**config.mk**
```make
export PLATFORM = sky130hd
export DESIGN_NAME = mem_access_stage
export DESIGN_NICKNAME = d
export VERILOG_FILES = /design/src/rtl/mem_access_stage.sv
export SDC_FILE = /design/constraint.sdc
export NUM_CORES = 1
export LEC_CHECK = 0
export BUFFER_PORTS_ARGS = -buffer_cell sky130_fd_sc_hd__buf_2
export CAP_MARGIN = 20
export CORE_ASPECT_RATIO = 1.1
export CORE_MARGIN = 1.5
export CORE_UTILIZATION = 49
export DETAILED_ROUTE_END_ITERATION = 6
export PLACE_DENSITY_LB_ADDON = 0.25
export SLEW_MARGIN = 20
export SYNTH_ARGS = -nofsm -noshare
export SYNTH_HDL_FRONTEND = slang
export SYNTH_SLANG_ARGS = --single-unit
export TNS_END_PERCENT = 50
```
**constraint.sdc**
```tcl
create_clock -name clk -period 3.83 [get_ports clk]
set_input_delay 0 -clock clk [delete_from_list [all_inputs] [get_ports clk]]
set_output_delay 0 -clock clk [all_outputs]
set_load 0.02 [all_outputs]
```
**src/rtl/mem_access_stage.sv**
```systemverilog
// ---------------------------------------------------------------------------
// mem_access_stage
//
// Purpose:
//   Memory stage of the 5-stage pipeline, between EX/MEM and MEM/WB.
//   It turns a load or store held in EX/MEM into one request/ready
//   transaction on the data-memory bus. It builds the byte enables and the
//   lane-replicated store data. It aligns and sign/zero-extends load data
//   into readDataM, and it stalls the front of the pipeline while an access
//   is outstanding.
//
// Optional feature:
//   `DMEM_TIMEOUT_EN - when defined, a BUSY wait is bounded to TIMEOUT
//   cycles. On expiry the request is dropped, readDataM is cleared and
//   buserrM pulses during DONE. When undefined, BUSY waits indefinitely and
//   buserrM is tied to 0.
//
// Handshake:
//   dmem_req is raised on the clock edge that leaves IDLE. From then until
//   the transaction completes, dmem_req, dmem_we, dmem_addr, dmem_wdata and
//   dmem_be stay constant. The memory completes the transaction by holding
//   dmem_ready high for one rising edge while the stage is in BUSY; on a
//   load, dmem_rdata must be valid in that same cycle. The stage ignores
//   dmem_ready and dmem_rdata whenever it is not in BUSY.
//
// Ports:
//   clk, rst                 pipeline clock (rising edge); async active-high reset
//   memreadM, memwriteM      load / store present in MEM (the store wins if both are set)
//   loadsrcM                 000 lw, 001 lb, 010 lh, 011 lbu, 100 lhu, other = lw
//   storesrcM                00 sw, 01 sb, 10 sh, 11 = sw
//   aluresultM               effective byte address
//   writedataM               store data (rs2)
//   dmem_rdata, dmem_ready   memory read data / completion strobe
//   dmem_req, dmem_we        registered request valid / write flag
//   dmem_addr                registered word-aligned address
//   dmem_wdata, dmem_be      registered store data / byte enables
//   readDataM                registered extended load result to MEM/WB
//   stallM                   combinational freeze of IF..EX/MEM
//   misalignM                combinational misaligned-access flag
//   buserrM                  registered bus-timeout flag (high for the DONE cycle)
//   dbg_state                current FSM state (0 IDLE, 1 BUSY, 2 DONE)
// ---------------------------------------------------------------------------
module mem_access_stage #(
    parameter int ADDR_W  = 32,
    parameter int TIMEOUT = 16
) (
    input  logic              clk,
    input  logic              rst,
    input  logic              memreadM,
    input  logic              memwriteM,
    input  logic [2:0]        loadsrcM,
    input  logic [1:0]        storesrcM,
    input  logic [31:0]       aluresultM,
    input  logic [31:0]       writedataM,
    input  logic [31:0]       dmem_rdata,
    input  logic              dmem_ready,
    output logic              dmem_req,
    output logic              dmem_we,
    output logic [ADDR_W-1:0] dmem_addr,
    output logic [31:0]       dmem_wdata,
    output logic [3:0]        dmem_be,
    output logic [31:0]       readDataM,
    output logic              stallM,
    output logic              misalignM,
    output logic              buserrM,
    output logic [1:0]        dbg_state
);

    typedef enum logic [1:0] {
        S_IDLE = 2'd0,
        S_BUSY = 2'd1,
        S_DONE = 2'd2
    } state_t;

    typedef enum logic [1:0] {
        SZ_BYTE = 2'd0,
        SZ_HALF = 2'd1,
        SZ_WORD = 2'd2
    } size_t;

    // -----------------------------------------------------------------------
    // Registers
    // -----------------------------------------------------------------------
    state_t              state_q,      state_d;
    logic                dmem_req_q,   dmem_req_d;
    logic                dmem_we_q,    dmem_we_d;
    logic [ADDR_W-1:0]   dmem_addr_q,  dmem_addr_d;
    logic [31:0]         dmem_wdata_q, dmem_wdata_d;
    logic [3:0]          dmem_be_q,    dmem_be_d;
    logic [31:0]         read_data_q,  read_data_d;
    // The byte lane and the load type are captured in IDLE. The extraction
    // in BUSY therefore does not depend on what EX/MEM presents later.
    logic [1:0]          addr_lo_q,    addr_lo_d;
    logic [2:0]          ld_type_q,    ld_type_d;

    // -----------------------------------------------------------------------
    // Access decode (combinational, from EX/MEM)
    // -----------------------------------------------------------------------
    size_t       acc_size;
    logic        access;
    logic        misalign_raw;
    logic        pending;
    logic [31:0] st_wdata;
    logic [3:0]  st_be;

    always_comb begin
        acc_size = SZ_WORD;
        if (memwriteM) begin
            case (storesrcM)
                2'b01:   acc_size = SZ_BYTE;
                2'b10:   acc_size = SZ_HALF;
                default: acc_size = SZ_WORD;
            endcase
        end else begin
            case (loadsrcM)
                3'b001, 3'b011: acc_size = SZ_BYTE;
                3'b010, 3'b100: acc_size = SZ_HALF;
                default:        acc_size = SZ_WORD;
            endcase
        end
    end

    always_comb begin
        misalign_raw = 1'b0;
        case (acc_size)
            SZ_HALF: misalign_raw = aluresultM[0];
            SZ_WORD: misalign_raw = (aluresultM[1:0] != 2'b00);
            default: misalign_raw = 1'b0;
        endcase
    end

    assign access    = memreadM | memwriteM;
    assign misalignM = access & misalign_raw;
    assign pending   = access & ~misalign_raw;

    // Store lane replication and byte enables. A load gets the enables of
    // its access width as well, which keeps dmem_be meaningful on reads.
    always_comb begin
        st_wdata = writedataM;
        st_be    = 4'b1111;
        case (acc_size)
            SZ_BYTE: begin
                st_wdata = {4{writedataM[7:0]}};
                st_be    = 4'b0001 << aluresultM[1:0];
            end
            SZ_HALF: begin
                st_wdata = {2{writedataM[15:0]}};
                st_be    = aluresultM[1] ? 4'b1100 : 4'b0011;
            end
            default: begin
                st_wdata = writedataM;
                st_be    = 4'b1111;
            end
        endcase
    end

    // -----------------------------------------------------------------------
    // Load alignment and extension
    // -----------------------------------------------------------------------
    function automatic logic [31:0] load_extend(
        input logic [2:0]  ld_type,
        input logic [1:0]  lane,
        input logic [31:0] rdata
    );
        logic [7:0]  b;
        logic [15:0] h;
        b = rdata[{lane, 3'b000} +: 8];
        h = rdata[{lane[1], 4'b0000} +: 16];
        case (ld_type)
            3'b001:  return {{24{b[7]}}, b};
            3'b010:  return {{16{h[15]}}, h};
            3'b011:  return {24'h000000, b};
            3'b100:  return {16'h0000, h};
            default: return rdata;
        endcase
    endfunction

    logic [31:0] load_value;
    assign load_value = load_extend(ld_type_q, addr_lo_q, dmem_rdata);

    // -----------------------------------------------------------------------
    // Optional bus timeout
    // -----------------------------------------------------------------------
`ifdef DMEM_TIMEOUT_EN
    localparam int CNT_W = (TIMEOUT > 1) ? $clog2(TIMEOUT + 1) : 1;
    // The last BUSY cycle is counter value TIMEOUT-1, so the request stays
    // up for exactly TIMEOUT BUSY cycles before it is abandoned.
    localparam logic [CNT_W-1:0] CNT_LAST = CNT_W'(TIMEOUT - 1);

    logic [CNT_W-1:0] cnt_q,    cnt_d;
    logic             buserr_q, buserr_d;

    assign buserrM = buserr_q;
`else
    logic unused_timeout;
    assign unused_timeout = ^TIMEOUT;
    assign buserrM        = 1'b0;
`endif

    // -----------------------------------------------------------------------
    // FSM next state and outputs
    // -----------------------------------------------------------------------
    always_comb begin
        state_d      = state_q;
        dmem_req_d   = dmem_req_q;
        dmem_we_d    = dmem_we_q;
        dmem_addr_d  = dmem_addr_q;
        dmem_wdata_d = dmem_wdata_q;
        dmem_be_d    = dmem_be_q;
        read_data_d  = read_data_q;
        addr_lo_d    = addr_lo_q;
        ld_type_d    = ld_type_q;
        stallM       = 1'b0;
`ifdef DMEM_TIMEOUT_EN
        cnt_d        = cnt_q;
        buserr_d     = 1'b0;
`endif

        case (state_q)
            S_IDLE: begin
                if (pending) begin
                    stallM       = 1'b1;
                    dmem_req_d   = 1'b1;
                    dmem_we_d    = memwriteM;
                    dmem_addr_d  = {aluresultM[ADDR_W-1:2], 2'b00};
                    dmem_wdata_d = st_wdata;
                    dmem_be_d    = st_be;
                    addr_lo_d    = aluresultM[1:0];
                    ld_type_d    = loadsrcM;
`ifdef DMEM_TIMEOUT_EN
                    cnt_d        = '0;
`endif
                    state_d      = S_BUSY;
                end
            end

            S_BUSY: begin
                stallM = 1'b1;
                if (dmem_ready) begin
                    dmem_req_d = 1'b0;
                    if (!dmem_we_q) begin
                        read_data_d = load_value;
                    end
                    state_d = S_DONE;
                end
`ifdef DMEM_TIMEOUT_EN
                else if (cnt_q == CNT_LAST) begin
                    dmem_req_d  = 1'b0;
                    read_data_d = 32'h0000_0000;
                    buserr_d    = 1'b1;
                    state_d     = S_DONE;
                end else begin
                    cnt_d = cnt_q + CNT_W'(1);
                end
`endif
            end

            // The pipeline is released for one cycle so that MEM/WB captures
            // readDataM and the next instruction moves into MEM.
            S_DONE: begin
                state_d = S_IDLE;
            end

            default: begin
                state_d    = S_IDLE;
                dmem_req_d = 1'b0;
            end
        endcase
    end

    // -----------------------------------------------------------------------
    // State registers
    // -----------------------------------------------------------------------
    always_ff @(posedge clk or posedge rst) begin
        if (rst) begin
            state_q      <= S_IDLE;
            dmem_req_q   <= 1'b0;
            dmem_we_q    <= 1'b0;
            dmem_addr_q  <= '0;
            dmem_wdata_q <= 32'h0000_0000;
            dmem_be_q    <= 4'b0000;
            read_data_q  <= 32'h0000_0000;
            addr_lo_q    <= 2'b00;
            ld_type_q    <= 3'b000;
        end else begin
            state_q      <= state_d;
            dmem_req_q   <= dmem_req_d;
            dmem_we_q    <= dmem_we_d;
            dmem_addr_q  <= dmem_addr_d;
            dmem_wdata_q <= dmem_wdata_d;
            dmem_be_q    <= dmem_be_d;
            read_data_q  <= read_data_d;
            addr_lo_q    <= addr_lo_d;
            ld_type_q    <= ld_type_d;
        end
    end

`ifdef DMEM_TIMEOUT_EN
    always_ff @(posedge clk or posedge rst) begin
        if (rst) begin
            cnt_q    <= '0;
            buserr_q <= 1'b0;
        end else begin
            cnt_q    <= cnt_d;
            buserr_q <= buserr_d;
        end
    end
`endif

    assign dmem_req   = dmem_req_q;
    assign dmem_we    = dmem_we_q;
    assign dmem_addr  = dmem_addr_q;
    assign dmem_wdata = dmem_wdata_q;
    assign dmem_be    = dmem_be_q;
    assign readDataM  = read_data_q;
    assign dbg_state  = state_q;

endmodule

```
==> results.yml, run 1 <==
setup_path:
  cp-start-kind: "primary input"
  critPathBufInv: 5
  critPathCaptureType: "flop"
  critical_path_class: "primary input to flop"
  startpoint: "loadsrcM[0]"
  crit_path_top_delay_cell: "dlygate4sd3_1"
  cp_top_family: "compound AO/OA/AOI/OAI gates"
  crit_top_cell: "buf_4"
  path_cells: "dlygate4sd3_1 -> buf_2 -> o21a_1 -> o31ai_4 -> inv_2 -> ha_1 -> o21ai_0 -> a21oi_2 -> or2_1 -> buf_4 -> buf_4 -> o31ai_1"
  reg2reg_from: "dbg_state[1]$_DFFE_PP0P_"
  arrival_ns: 3.29
  worst-path-max-fanout: 20
  required_ns: 4.07
  cpPeakStageDelay_ns: 0.54
route:
  wl_per_cell_um: 18.0
  firstDrtPassIters: 5
  vias_per_cell: 5.70
  drtAntennaViolNets: 0
  route.detailed.drc: 0
  wl_um: 16500
  vias: 5236
  drtIter0Drc: 339
timing:
  slew_violations: 0
  min_period_ns: 3.05
  setup_slack_ns: 0.780
  rsz0062_at_grt: "no"
  finalSetupTns_ns: 0
  tightest_slew_ns: 1.05
  clock_skew_ns: 0.00510
  post-route-period-util_pct: 79.6
  setup_violations: 0
  fmax_mhz: 328
  hold_viol_final: 0
  maxSlewHeadroom_pct: 29.7
logic_synthesis:
  synth_top_area_share_pct: 49.9
  synth-seq-area-share_pct: 49.9
  ys_warn_count: 0
  synthFlopType: "dfrtp_1"
  synth_cell_types: 55
  netlist_area_um2: 5360
  ys_ff_latch: 107
  synthArstFlopShare_pct: 100
  synth_largest_area_cell: "dfrtp_1"
  synthCells: 506
  avgSynthCellArea_um2: 10.6
  synth_area_leaders: "dfrtp_1 50%, mux2_2 8.8%, nor2_1 3.6%"
  synth_edf_count: 0
  synth_common_cells: "107 x dfrtp_1, 52 x nor2_1, 42 x mux2_2, 37 x nand2_1, 37 x o21ai_0"
  synthMostInstantiatedCell: "dfrtp_1"
floorplanning:
  start_util_pct: 50.9
  die_h_um: 113
  core_um2: 10500
  ios: 213
  die-area_um2: 11600
  fp-row-count: 39
  die_w_um: 103
cells_and_area:
  syn_to_final_growth_pct: 39.7
  num-nets-final: 880
  n_fill_cell: 792
  drive_gt1_share_pct: 36.8
status:
  run_status: "finished clean"
power:
  p_leak_uw: 0.00341
  vdd_drop_max_mv: 0.593
  p_per_area_nw_per_um2: 804
min_path:
  hold_class: "primary input to flop"
  hold_start: "dmem_rdata[4]"
global_routing:
  grt_pass1_vias: 5324
  grt_start_max_net_pins: 71
  grt_pass1_wl_um: 26000
  grt-ovfl-total: 0
  antenna_found_initial: 2
  grt.total_usage_pct: 28.9
placement:
  io_buffer_count: 209
  gp_congestion: 0.859
  pre_cts_ws_ns: 1.02
  hpwl_um: 10800
cts:
  numCtsBuffers: 9
  clock-root-buffer: "clkbuf_16"
  clkTransAtPathRegs_ns: 0.07
  clock_latency_ns: 0.35
  clockBufferDepth: 2
  cts_sinks: 107
  ctsHtreeMaxLevel: 3
  cts_tree: "built"
flow_run:
  maxCapViolCount: 0
registers in the layout, summed over array words and instances (netlist names):
| register | count |
|---|---|
| ld_type_q | 3 |
| addr_lo_q | 2 |
| dmem_be | 4 |
| dmem_addr | 30 |
| readDataM | 32 |
| dmem_req | 1 |
| dmem_wdata | 32 |
| dbg_state | 2 |
| dmem_we | 1 |
logic make-up (layout without fill, tap and decap cells):
group	count (synthesis)	count (layout)	synth area share, %
AOI/OAI and AO/OA	157	157	20.5
other	1	5	0.0699
adders and majority gates	4	4	0.934
and+or+nand+nor	123	123	11.5
DFF	107	107	49.9
xor gates and xnor gates	2	2	0.327
muxes	55	55	11.3
buffers and inverters	57	323	5.39
area by class of cell:
| type | count | area [µm²] | area share [%] |
|---|---|---|---|
| timing repair buffer | 293 | 1870 | 24.9 |
| multi-input combinational | 344 | 2430 | 32.5 |
| clock buffer | 11 | 243 | 3.24 |
| tap | 143 | 179 | 2.39 |
| inverter | 15 | 58.8 | 0.785 |
| sequential | 107 | 2680 | 35.7 |
| antenna | 2 | 5.00 | 0.0668 |
| clock inverter | 4 | 27.5 | 0.367 |
metal layers:
layer	GRT usage, %	vias up	share of wire [%]
li1	-	2397	-
met1	34.6	2527	38
met2	49.0	263	50
met3	6.61	49	8.1
met4	13.4	0	3.4
met5	0	-	0
cell usage in the layout (no fill, tap or decap), drive strengths merged, types with 3 or more instances in the layout:
cell type | netlist | routed
mux2 | 46 | 46
a22o | 11 | 11
a311oi | 7 | 7
o31ai | 18 | 18
nor4b | 9 | 9
nand2b | 3 | 3
clkbuf | 18 | 11
a21oi | 25 | 25
a221oi | 19 | 19
a32oi | 4 | 4
inv | 15 | 15
o21ai | 37 | 37
nand2 | 37 | 37
nor2 | 54 | 54
ha | 4 | 4
mux2i | 9 | 9
a31oi | 7 | 7
o211ai | 7 | 7
clkinvlp | 0 | 3
buf | 24 | 217
a21o | 5 | 5
dfrtp | 107 | 107
a221o | 9 | 9
dlygate4sd3 | 0 | 76
conb | 1 | 3
metrics by stage:
stage               hold WS, ns  area (µm²)  power (µW)  utilization, %  cells
floorplan                 0.107        5370        4160               -    508
global placement          0.215        6460        4980            61.3    826
detailed placement        0.227        6460        5080            61.3    826
CTS                     0.00411        7490        6020            71.0    917
global route             0.0221        7490        6400            71.1    919
finish                   0.0105        7490        6030            71.1    919
worst min-delay path: stages:
cell,delay [ns]
buf_2,0.11
mux2i_1,0.12
a311oi_1,0.10
final timing paths:
kind,depth (start not counted),end,slack [ns]
min reg2reg,1,dmem_addr[11]$_DFFE_PP0P_,0.49
min,3,readDataM[4]$_DFFE_PP0P_,0.01
max reg2reg,5,dmem_wdata[28]$_DFFE_PP0P_,1.30
min in group asynchronous,3,dmem_addr[9]$_DFFE_PP0P_,0.37
max,12,dmem_wdata[28]$_DFFE_PP0P_,0.78
max in group asynchronous,4,dmem_addr[12]$_DFFE_PP0P_,2.39
power by group:
part	total [µW]	switching (µW)	internal (µW)
registers	2180	484	1690
clock network	864	410	454
logic	2990	1780	1210
total	6030	2670	3360
what timing repair did:
item,CTS,global route
buffers inserted,0,0
hold buffers,76,0
hold endpoints to repair,154,0
resized for setup,0,0
Note: power is estimated with default switching activity, not from simulation.
==> inputs of run 2 (changes only) <==
- CORE_UTILIZATION: 49 -> 44
- clock period: 3.83 -> 2.5 ns (I/O delays scaled with it)
==> run 2 against run 1 <==
Net effect:
- wire length grew 0.87%
- critical path depth stayed put
- design area increased by 3.2%
- first-iteration DRC count up 4.1%
- highest routed layer unchanged
- clock power grew 71%
- power up 58%
- cell count grew 2.7%
- clock skew is 0.0011 ns higher
- global-route usage decreased by 2.8 points
- clock-buffer cell count is 2 lower
- hold slack improved by 0.014 ns
==> results.yml, run 2 (synthesis gave the netlist of run 1 again) <==
setup_path:
  arrival_ns: 2.42
  critical_path_class: "primary input to primary output"
  cp-start-kind: "primary input"
  worst-path-max-fanout: 10
  critPathCaptureType: "primary output"
  required_ns: 2.50
global_routing:
  use_met2_pct: 43.7
  use_met1_pct: 33.3
  grt_start_max_net_pins: 41
  grt-ovfl-total: 0
  grt_pass1_wl_um: 26200
  grt_pass1_vias: 5124
  busiest_layer: "met2"
  grt.total_usage_pct: 26.0
  antenna_found_initial: 0
  use_met3_pct: 5.24
floorplanning:
  start_util_pct: 44.7
  ios: 213
  die_h_um: 119
  die_w_um: 108
  core_um2: 12000
  die-area_um2: 12900
  fp-row-count: 42
placement:
  gp_congestion: 0.929
  dp.cells: 849
  hpwl_um: 11300
  io_buffer_count: 209
cells_and_area:
  n_fill_cell: 961
  multi_input_area_um2: 2450
  diodes: 0
  final_core_util_pct: 64.5
  seq_area_um2: 2680
  num-nets-final: 895
  syn_to_final_growth_pct: 44.2
  final_cell_mix: "208 x buf_2, 107 x dfrtp_1, 78 x dlygate4sd3_1, 51 x nor2_1, 42 x mux2_2"
  layoutNonFillerInstCount: 944
  layout_commonest_cell: "buf_2"
  drive_gt1_share_pct: 38.4
cts:
  clock-root-buffer: "clkbuf_16"
  clkTransAtPathRegs_ns: 0.07
  ctsHtreeMaxLevel: 3
  numCtsBuffers: 9
  clock_latency_ns: 0.34
  cts_tree: "built"
  clockBufferDepth: 2
  cts_sinks: 107
flow_run:
  maxCapViolCount: 0
timing:
  whs_ns: 0.0242
  finalSetupTns_ns: 0
  tightest_slew_ns: 1.03
  min_period_ns: 2.42
  fmax_mhz: 413
  post-route-period-util_pct: 96.8
  maxSlewHeadroom_pct: 31.3
  hold_viol_final: 0
  slew_violations: 0
  clock_skew_ns: 0.00615
  setup_violations: 0
route:
  wl_um: 16700
  firstDrtPassIters: 5
  route.detailed.drc: 0
  wl_per_cell_um: 17.7
  vias_per_cell: 5.57
  drtAntennaViolNets: 0
  drtIter0Drc: 353
  vias: 5258
power:
  p_leak_uw: 0.00354
  vdd_drop_max_mv: 0.671
  power_uw: 9530
  p_per_area_nw_per_um2: 1230
min_path:
  hold_class: "primary input to flop"
status:
  run_status: "finished clean"
## run 2: power breakdown
| group | total (µW) | internal (µW) | switching [µW] |
|---|---|---|---|
| logic | 4860 | 1980 | 2880 |
| clock network | 1480 | 796 | 684 |
| registers | 3190 | 2590 | 599 |
## run 2: repair_timing
action / 4_1_cts / 5_1_grt
endpoints found under the setup margin: 0 / 41
resized for setup: 0 / 7
hold buffers: 78 / 0
setup buffers: 0 / 1
endpoints found under the hold margin: 140 / 0
## run 2: worst paths after layout
path | slack, ns | endpoint | startpoint | depth (start not counted)
worst max-delay path | 0.08 | stallM | loadsrcM[0] | 12
worst min-delay path | 0.02 | readDataM[4]$_DFFE_PP0P_ | dmem_rdata[4] | 3
worst max register to register | 0.20 | readDataM[29]$_DFFE_PP0P_ | addr_lo_q[1]$_DFFE_PP0P_ | 4
worst min register to register | 0.50 | dmem_addr[5]$_DFFE_PP0P_ | dmem_addr[5]$_DFFE_PP0P_ | 1
max in group asynchronous | 1.58 | dmem_wdata[9]$_DFFE_PP0P_ | rst | 4
min in group asynchronous | 0.19 | dmem_wdata[25]$_DFFE_PP0P_ | rst | 3
## run 2: worst max-delay path: stages
cell           delay, ns
dlygate4sd3_1       0.56
buf_2               0.16
o21a_1              0.22
o31ai_4             0.31
inv_2               0.06
ha_1                0.20
o21ai_2             0.16
a21oi_4             0.11
buf_6               0.16
o21ba_2             0.22
nor2_2              0.10
buf_4               0.15
## run 2: per-layer routing
layer  share of wire [%]  up-vias  wire length, µm
met5                   0        -                0
met4                 2.9        0              490
met3                 6.8       38             1140
met2                  50      261             8290
met1                  41     2530             6770
li1                    -     2429                -
## run 2: area by class of cell
class	instances	area share, %
Tap cell	154	2.49
Inverter	15	0.777
Clock inverter	7	1.04
Timing Repair Buffer	308	26.4
Sequential cell	107	34.6
Clock buffer	9	2.91
Multi-Input combinational cell	344	31.7
## run 2: stage by stage
| stage | setup WS (ns) | area (µm²) |
|---|---|---|
| floorplan | 0.117 | 5370 |
| global placement | 0.245 | 6610 |
| detailed placement | 0.203 | 6610 |
| CTS | 0.00438 | 7700 |
| global route | -0.0200 | 7730 |
| finish | 0.0811 | 7730 |
